--- src/rtl/pipeline_ctrl.sv ---
// Pipeline sequencing controller: load-use stalls, branch squashes, data-memory
// waits with timeout, and the HALT drain/freeze sequence for the 5-stage core.
module pipeline_ctrl #(
   parameter int TIMEOUT      = 255,
   parameter int DRAIN_CYCLES = 3,
   parameter int CNT_W        = 16
) (
   input  logic             clk,
   input  logic             rst,
   input  logic [3:0]       ifid_rs,
   input  logic [3:0]       ifid_rt,
   input  logic             ifid_usesrt,
   input  logic             ifid_halt,
   input  logic             idex_memread,
   input  logic [3:0]       idex_rd,
   input  logic             branch_taken,
   input  logic             mem_req,
   input  logic             mem_ready,
   output logic             pc_write,
   output logic             ifid_write,
   output logic             ifid_flush,
   output logic             idex_flush,
   output logic             pipe_en,
   output logic             halted,
   output logic             mem_err,
   output logic [CNT_W-1:0] stall_count
);

   typedef enum logic [1:0] {
      S_RUN    = 2'd0,
      S_DRAIN  = 2'd1,
      S_HALTED = 2'd2
   } state_t;

   localparam logic [1:0] DRAIN_INIT = 2'(DRAIN_CYCLES - 1);
   localparam logic [7:0] WAIT_LAST  = 8'(TIMEOUT - 1);
   localparam logic [CNT_W-1:0] CNT_MAX = {CNT_W{1'b1}};
   localparam logic [CNT_W-1:0] CNT_ONE = {{(CNT_W-1){1'b0}}, 1'b1};

   state_t           state_q, state_d;
   logic [7:0]       wait_cnt_q, wait_cnt_d;
   logic [1:0]       drain_cnt_q, drain_cnt_d;
   logic             mem_err_q, mem_err_d;
   logic             halted_q, halted_d;
   logic [CNT_W-1:0] stall_count_q, stall_count_d;
   logic             memwait_s;
   logic             loaduse_s;
   logic             stall_inc_s;

   assign memwait_s = mem_req & ~mem_ready;
   assign loaduse_s = idex_memread & (idex_rd != 4'd0) &
                      ((idex_rd == ifid_rs) | (ifid_usesrt & (idex_rd == ifid_rt)));

   // Next-state, counters and same-cycle control enables
   always_comb begin
      state_d       = state_q;
      wait_cnt_d    = 8'd0;
      drain_cnt_d   = drain_cnt_q;
      mem_err_d     = mem_err_q;
      stall_count_d = stall_count_q;
      stall_inc_s   = 1'b0;
      pc_write      = 1'b0;
      ifid_write    = 1'b0;
      ifid_flush    = 1'b0;
      idex_flush    = 1'b0;
      pipe_en       = 1'b0;

      case (state_q)
         S_RUN: begin
            if (memwait_s) begin
               stall_inc_s = 1'b1;
            end else if (branch_taken) begin
               pc_write   = 1'b1;
               ifid_write = 1'b1;
               ifid_flush = 1'b1;
               idex_flush = 1'b1;
               pipe_en    = 1'b1;
            end else if (loaduse_s) begin
               idex_flush  = 1'b1;
               pipe_en     = 1'b1;
               stall_inc_s = 1'b1;
            end else if (ifid_halt) begin
               idex_flush  = 1'b1;
               pipe_en     = 1'b1;
               state_d     = S_DRAIN;
               drain_cnt_d = DRAIN_INIT;
            end else begin
               pc_write   = 1'b1;
               ifid_write = 1'b1;
               pipe_en    = 1'b1;
            end
         end
         S_DRAIN: begin
            // Only bubbles are in flight, so branch_taken has nothing to squash
            if (memwait_s) begin
               stall_inc_s = 1'b1;
            end else if (drain_cnt_q == 2'd0) begin
               idex_flush = 1'b1;
               pipe_en    = 1'b1;
               state_d    = S_HALTED;
            end else begin
               idex_flush  = 1'b1;
               pipe_en     = 1'b1;
               drain_cnt_d = drain_cnt_q - 2'd1;
            end
         end
         S_HALTED: begin
            state_d = S_HALTED;
         end
         default: begin
            state_d = S_RUN;
         end
      endcase

      if (memwait_s && (state_q != S_HALTED)) begin
         wait_cnt_d = wait_cnt_q + 8'd1;
         if (wait_cnt_q == WAIT_LAST) begin
            mem_err_d = 1'b1;
            state_d   = S_HALTED;
         end else begin
            mem_err_d = mem_err_q;
         end
      end else begin
         wait_cnt_d = 8'd0;
      end

      if (stall_inc_s && (stall_count_q != CNT_MAX)) begin
         stall_count_d = stall_count_q + CNT_ONE;
      end else begin
         stall_count_d = stall_count_q;
      end

      halted_d = (state_d == S_HALTED);

      // Reset holds the front end and squashes whatever sits in IF/ID and ID/EX
      if (rst) begin
         pc_write   = 1'b0;
         ifid_write = 1'b0;
         ifid_flush = 1'b1;
         idex_flush = 1'b1;
         pipe_en    = 1'b0;
      end else begin
         pipe_en = pipe_en;
      end
   end

   // State and counter registers with synchronous reset
   always_ff @(posedge clk) begin
      if (rst) begin
         state_q       <= S_RUN;
         wait_cnt_q    <= 8'd0;
         drain_cnt_q   <= 2'd0;
         mem_err_q     <= 1'b0;
         halted_q      <= 1'b0;
         stall_count_q <= {CNT_W{1'b0}};
      end else begin
         state_q       <= state_d;
         wait_cnt_q    <= wait_cnt_d;
         drain_cnt_q   <= drain_cnt_d;
         mem_err_q     <= mem_err_d;
         halted_q      <= halted_d;
         stall_count_q <= stall_count_d;
      end
   end

   assign halted      = halted_q;
   assign mem_err     = mem_err_q;
   assign stall_count = stall_count_q;

endmodule

--- config.mk ---
export PLATFORM = sky130hd
export DESIGN_NAME = pipeline_ctrl
export DESIGN_NICKNAME = d
export VERILOG_FILES = /design/src/rtl/pipeline_ctrl.sv
export SDC_FILE = /design/constraint.sdc
export NUM_CORES = 1
export LEC_CHECK = 0
export CAP_MARGIN = 40
export CORE_UTILIZATION = 40
export DETAILED_ROUTE_END_ITERATION = 7
export PLACE_DENSITY = 0.7
export SLEW_MARGIN = 20
export SYNTH_ARGS = -nofsm -noshare
export SYNTH_HDL_FRONTEND = slang
export SYNTH_SLANG_ARGS = --single-unit
export TNS_END_PERCENT = 50
--- constraint.sdc ---
create_clock -name clk -period 1.7 [get_ports clk]
set_clock_uncertainty 0.05 [all_clocks]
set_input_delay 0.34 -clock clk [delete_from_list [all_inputs] [get_ports clk]]
set_output_delay 0.34 -clock clk [all_outputs]
set_load 0.05 [all_outputs]
Word-level counts from Yosys, hierarchy flattened
Index checks and enable logic that the tools add are counted.
Cells by class
  reductions and logical operators: 10
  $add $sub $neg: 3
  equality and inequality tests: 14
  bitwise gates (word level): 7
  multiplexer cells: 40
Operators with widths (count)
  2-bit 2-to-1 mux: 14
  1-bit 2-to-1 mux: 22
  16-bit by 1-bit adder with 16-bit output (second input constant): 1
  16-bit != test (second input constant): 1
  2-bit != test (second input constant): 7
  8-bit by 1-bit adder with 8-bit output (second input constant): 1
  4-bit == test: 2
  8-bit == test (second input constant): 1
  7-bit AND reduction: 1
  2-bit case mux with 3 select lines: 1
  1-bit bitwise AND: 4
  2-bit == test (second input constant): 2
  2-bit logical NOT: 2
  1-bit case mux with 2 select lines: 2
  2-bit case mux with 2 select lines: 1
  4-bit nonzero test: 1
  2-bit OR reduction: 2
  2-bit by 1-bit == test with 1-bit output (second input constant): 1
  1-bit logical AND: 2
  1-bit inverter: 2
  2-bit AND reduction: 1
  2-bit nonzero test: 1
  2-bit by 1-bit subtractor with 2-bit output (second input constant): 1
  1-bit bitwise OR: 1
Word-level totals
  logic and storage cells: 80
  output and inout bits: 23
  register bits after elaboration: 30
  input bits: 20

Depth between registers and ports, before layout
  word-level depth: 11
  gate-level depth with buffers: 7
  mapped depth without buffers: 7

Worst setup path before layout
Ideal clock, no wire load.
  path type: input -> output
  start point: input port idex_rd[2]
  end point: output port idex_flush
  path slack: -0.501 ns
  stages on the path: 5
  required time: 1.310 ns
  data arrival time: 1.811 ns
  buffers on the path: 0
  cells stage by stage: xnor2_1 -> nand4_1 -> o21ai_2 -> a21oi_1 -> a31oi_1
On the way
  longest elaborated chain between the ends: 9
  elaborated cells on any way between the ends: 12
  those cells by class: 2 x eq/ne; 5 x mux; 4 x bitwise; 1 x reduce/logical
RTL lines
  start: declaration: RTL line 15  | input logic [3:0] idex_rd,
  4-bit == test: RTL line 52  | ((idex_rd == ifid_rs) | (ifid_usesrt & (idex_rd == ifid_rt)));
  1-bit bitwise AND: RTL line 52
  1-bit bitwise OR: RTL line 52
  1-bit bitwise AND (*): RTL line 51  | assign loaduse_s = idex_memread & (idex_rd != 4'd0) &
  1-bit 2-to-1 mux (*): RTL line 78  | end else if (loaduse_s) begin
  1-bit 2-to-1 mux (*): RTL line 72  | end else if (branch_taken) begin
  1-bit 2-to-1 mux (*): RTL line 70  | if (memwait_s) begin
  1-bit case mux with 2 select lines (*): RTL line 68  | case (state_q)
  1-bit 2-to-1 mux (*): RTL line 136  | if (rst) begin
  end: declaration: RTL line 22  | output logic idex_flush,
Every way passes the cells marked *; elsewhere a longest branch is shown, timed or not.

Final worst setup path
  start point: input port idex_rd[2]
  end point: output port pc_write
On the way
  longest elaborated chain between the ends: 9
  elaborated cells on any way between the ends: 12
  those cells by class: 2 x eq/ne; 5 x mux; 4 x bitwise; 1 x reduce/logical
RTL lines
  4-bit == test: RTL line 52
  1-bit bitwise AND: RTL line 52
  1-bit bitwise OR: RTL line 52
  1-bit bitwise AND (*): RTL line 51
  1-bit 2-to-1 mux (*): RTL line 78
  1-bit 2-to-1 mux (*): RTL line 72
  1-bit 2-to-1 mux (*): RTL line 70
  1-bit 2-to-1 mux (*): RTL line 68
  1-bit 2-to-1 mux (*): RTL line 136
  end: declaration: RTL line 19  | output logic pc_write,
Marks and branches as above.

==> impl_metrics.csv <==
group,metric,value,unit
clocking,cts_tree,"done",
clocking,clock_sinks,30,
placement,hpwl,3310,microns
worst_setup_path,worst_setup_path_end_kind,"output pin",
worst_setup_path,crit_fanout,3,
cells_and_area,antennaDiodeCount,0,
global_route,grt_overflow_total,0,
worst_setup_path,slowest_stage,"o41a_1",
synthesis,seq_area_frac_synth,0.366,
synthesis,ys_warn_count,0,
synthesis,synth_edf_count,0,
synthesis,syn_nets,221,
power,p_int,1320,uW
floorplanning,die_x,66.1,microns
worst_setup_path,reg2regPathDepth,7,
worst_setup_path,rrSetupSlack,-80,ps
route,wl_per_cell,13.6,microns
worst_setup_path,timing.rr.end,"stall_count[13]$_SDFFE_PP0P_",
flow_run,max_cap_violations,0,
power,power,1790,uW
power,clkPwrFrac,0.381,
worst_hold_path,min_to,"drain_cnt_q[1]$_SDFFE_PP0P_",
route,drc,0,
placement,dp_slack,-715,ps
synthesis,synth_cells,197,
cells_and_area,nets,318,
sta,fmax,526,MHz
floorplanning,std_cell_rows,22,
power,swShare,0.262,
global_route,antenna_found_initial,0,
sta,fin_ws,-202,ps
clocking,cts_max_path_buffers,2,
worst_setup_path,path_cells,"buf_6 -> o41a_1 -> a21oi_2 -> o2111a_2 -> buf_12",
sta,grt_setup_unrepaired,"true",
worst_hold_path,min_from,"drain_cnt_q[1]$_SDFFE_PP0P_",
route,finalWirelength,4670,microns
synthesis,synth_area,1640,sq um
route,vias_per_cell,5.19,
sta,tightest_slew,275,ps
synthesis,async_flop_share,0,
worst_setup_path,cp_data_required_time,1310,ps
cells_and_area,instances_no_fill,343,
worst_setup_path,cp-start-kind,"primary input",
route,first_pass_iters,4,
global_route,grt_use_total,0.223,
sta,period_share,1.12,
sta,finalSetupTns,-1080,ps
route,drtAntennaViolNets,0,
floorplanning,ioPinCount,43,
power,power.switching,468,uW
floorplanning,core_area,3800,sq um
floorplanning,dieHeight,66.1,microns
route,drt_iter0_drc,79,
placement,io_buffers,42,
worst_setup_path,crit_arrival,1510,ps
clocking,clk_pin_slew,60,ps
placement,gp_congestion,0.848,
synthesis,ys.flop_type,"dfxtp_1",
cells_and_area,area_growth,73.5,%
power,power.density,627,nW/um^2
clocking,cts_buffers,5,
worst_setup_path,setup.worst_path.class,"in -> out",
clocking,cts_htree_levels,2,
sta,hold_viol,0,
cells_and_area,drive_above_1_share,0.522,
route,num_vias,1780,
worst_setup_path,slowest_delay,430,ps
worst_setup_path,reg2reg_from,"stall_count[5]$_SDFFE_PP0P_",
clocking,cts-root-buf,"clkbuf_8",
worst_hold_path,min_path_cells,2,
placement,dp.cells,328,
clocking,hold_buffers,0,
run_status,violations,"setup timing",
power,p_seq_frac,0.397,
power,ir_worst_vdd,0.500,mV
power,p_comb_frac,0.222,
synthesis,synth_cell_type_count,43,
power,p_leak,0.00119,uW
global_route,grt_start_max_net_pins,15,
floorplanning,die_area,4370,sq um
synthesis,synth_area_per_cell,8.34,sq um
sta,finalCriticalPeriod,1900,ps
sta,finalMaxSlewViolations,0,
floorplanning,initial_utilization,0.432,
synthesis,ys_ff_latch,30,
clocking,clk-insertion-delay-late,280,ps
run_status,status,"finished, violations left",
worst_hold_path,hp-class,"reg -> reg",
global_route,grt_pass1_wl,7290,microns
sta,setup_viol,13,
sta,slew_headroom,0.816,
global_route,grt_pass1_vias,1630,
registers in the layout, summed over array words and instances, names as in the netlist:
| signal | flops |
|---|---|
| drain_cnt_q | 2 |
| halted | 1 |
| mem_err | 1 |
| stall_count | 16 |
| state_q | 2 |
| wait_cnt_q | 8 |
what timing repair did:
| action | in CTS | in global routing |
|---|---|---|
| buffers inserted | 3 | 5 |
| cloned | 0 | 1 |
| gates resized for setup | 63 | 24 |
| pin swaps | 21 | 11 |
| setup endpoints to repair | 24 | 20 |
worst max path at each step:
stage	start	cells past startpoint	to
floorplan	idex_rd[0]	4	pc_write
global placement	idex_rd[1]	7	ifid_write
detailed placement	idex_rd[3]	7	pc_write
CTS	idex_rd[0]	5	pc_write
global route	idex_rd[2]	8	pc_write
finish	idex_rd[2]	5	pc_write
layout by cell type, fill, tap and decap left out, types with 6 or more instances in the layout:
cell type / n
buf_4: 67
nor2_1: 19
nand3_1: 14
dfxtp_1: 14
buf_6: 12
dfxtp_4: 11
nand2_1: 10
a21oi_1: 10
xnor2_2: 7
nand4_1: 7
xor2_1: 6
nor2b_1: 6
clkbuf_8: 6
dlygate4sd2_1: 6
metal layers:
layer	share of wire	track usage	up-vias
met5	0	0	-
met4	0.014	0.109	0
met3	0.051	0.0569	8
met2	0.50	0.351	37
met1	0.44	0.281	826
li1	-	-	909
worst max-delay path: cells and delay by family:
family | cells | cell delay (ps)
buffers and inverters | 2 | 260
AOI/OAI and AO/OA | 3 | 900
cell type report:
type	instances	area, sq um
fillers	287	948
repair buffers	98	851
well taps	48	60.1
clock buffers	8	111
flip-flops and latches	30	648
multi-input cells	154	1160
inverters	5	18.8
per-stage QoR:
step | util | instance area (sq um) | hold WS, ps
5_1_grt | 0.750 | 2850 | 432
4_1_cts | 0.722 | 2740 | 413
3_5_place_dp | 0.669 | 2540 | 404
3_3_place_gp | 0.669 | 2540 | 395
6_report | 0.750 | 2850 | 408
2_1_floorplan | - | 1760 | 381
logic make-up after synthesis:
| kind of cell | share of synthesized area |
|---|---|
| buffers and inverters | 0.0427 |
| adder cells (fa/ha/maj) | 0.0305 |
| multiplexers | 0.0274 |
| AO/OA/AOI/OAI | 0.183 |
| AND/OR/NAND/NOR | 0.276 |
| XOR/XNOR | 0.0746 |
| flip-flops | 0.366 |
cells in the mapped netlist (2+ instances only):
master	number	area share
nor4_1	3	0.011
nand2_1	11	0.025
inv_1	5	0.011
buf_6	2	0.014
nor2b_1	7	0.027
buf_2	2	0.0061
xor2_1	6	0.032
a31oi_1	5	0.019
nor3_1	7	0.021
a211oi_1	3	0.014
o31a_2	2	0.012
o21a_1	4	0.018
mux2_2	3	0.021
ha_1	4	0.030
clkbuf_1	3	0.0069
or3_1	4	0.015
dfxtp_1	30	0.37
xnor2_1	8	0.043
o21ai_0	6	0.018
a21oi_1	13	0.040
nor2_1	22	0.050
nand2b_1	2	0.0076
nand4_1	7	0.027
nand3_1	17	0.052
and3_1	3	0.011
power groups by stage:
stage,clock [uW],combinational [uW],sequential (uW)
4_1_cts,695,371,708
3_3_place_gp,0,347,723
2_1_floorplan,0,170,740
6_report,681,397,710
5_1_grt,729,424,710
3_5_place_dp,0,350,724
Power figures use the tool's default switching activity.
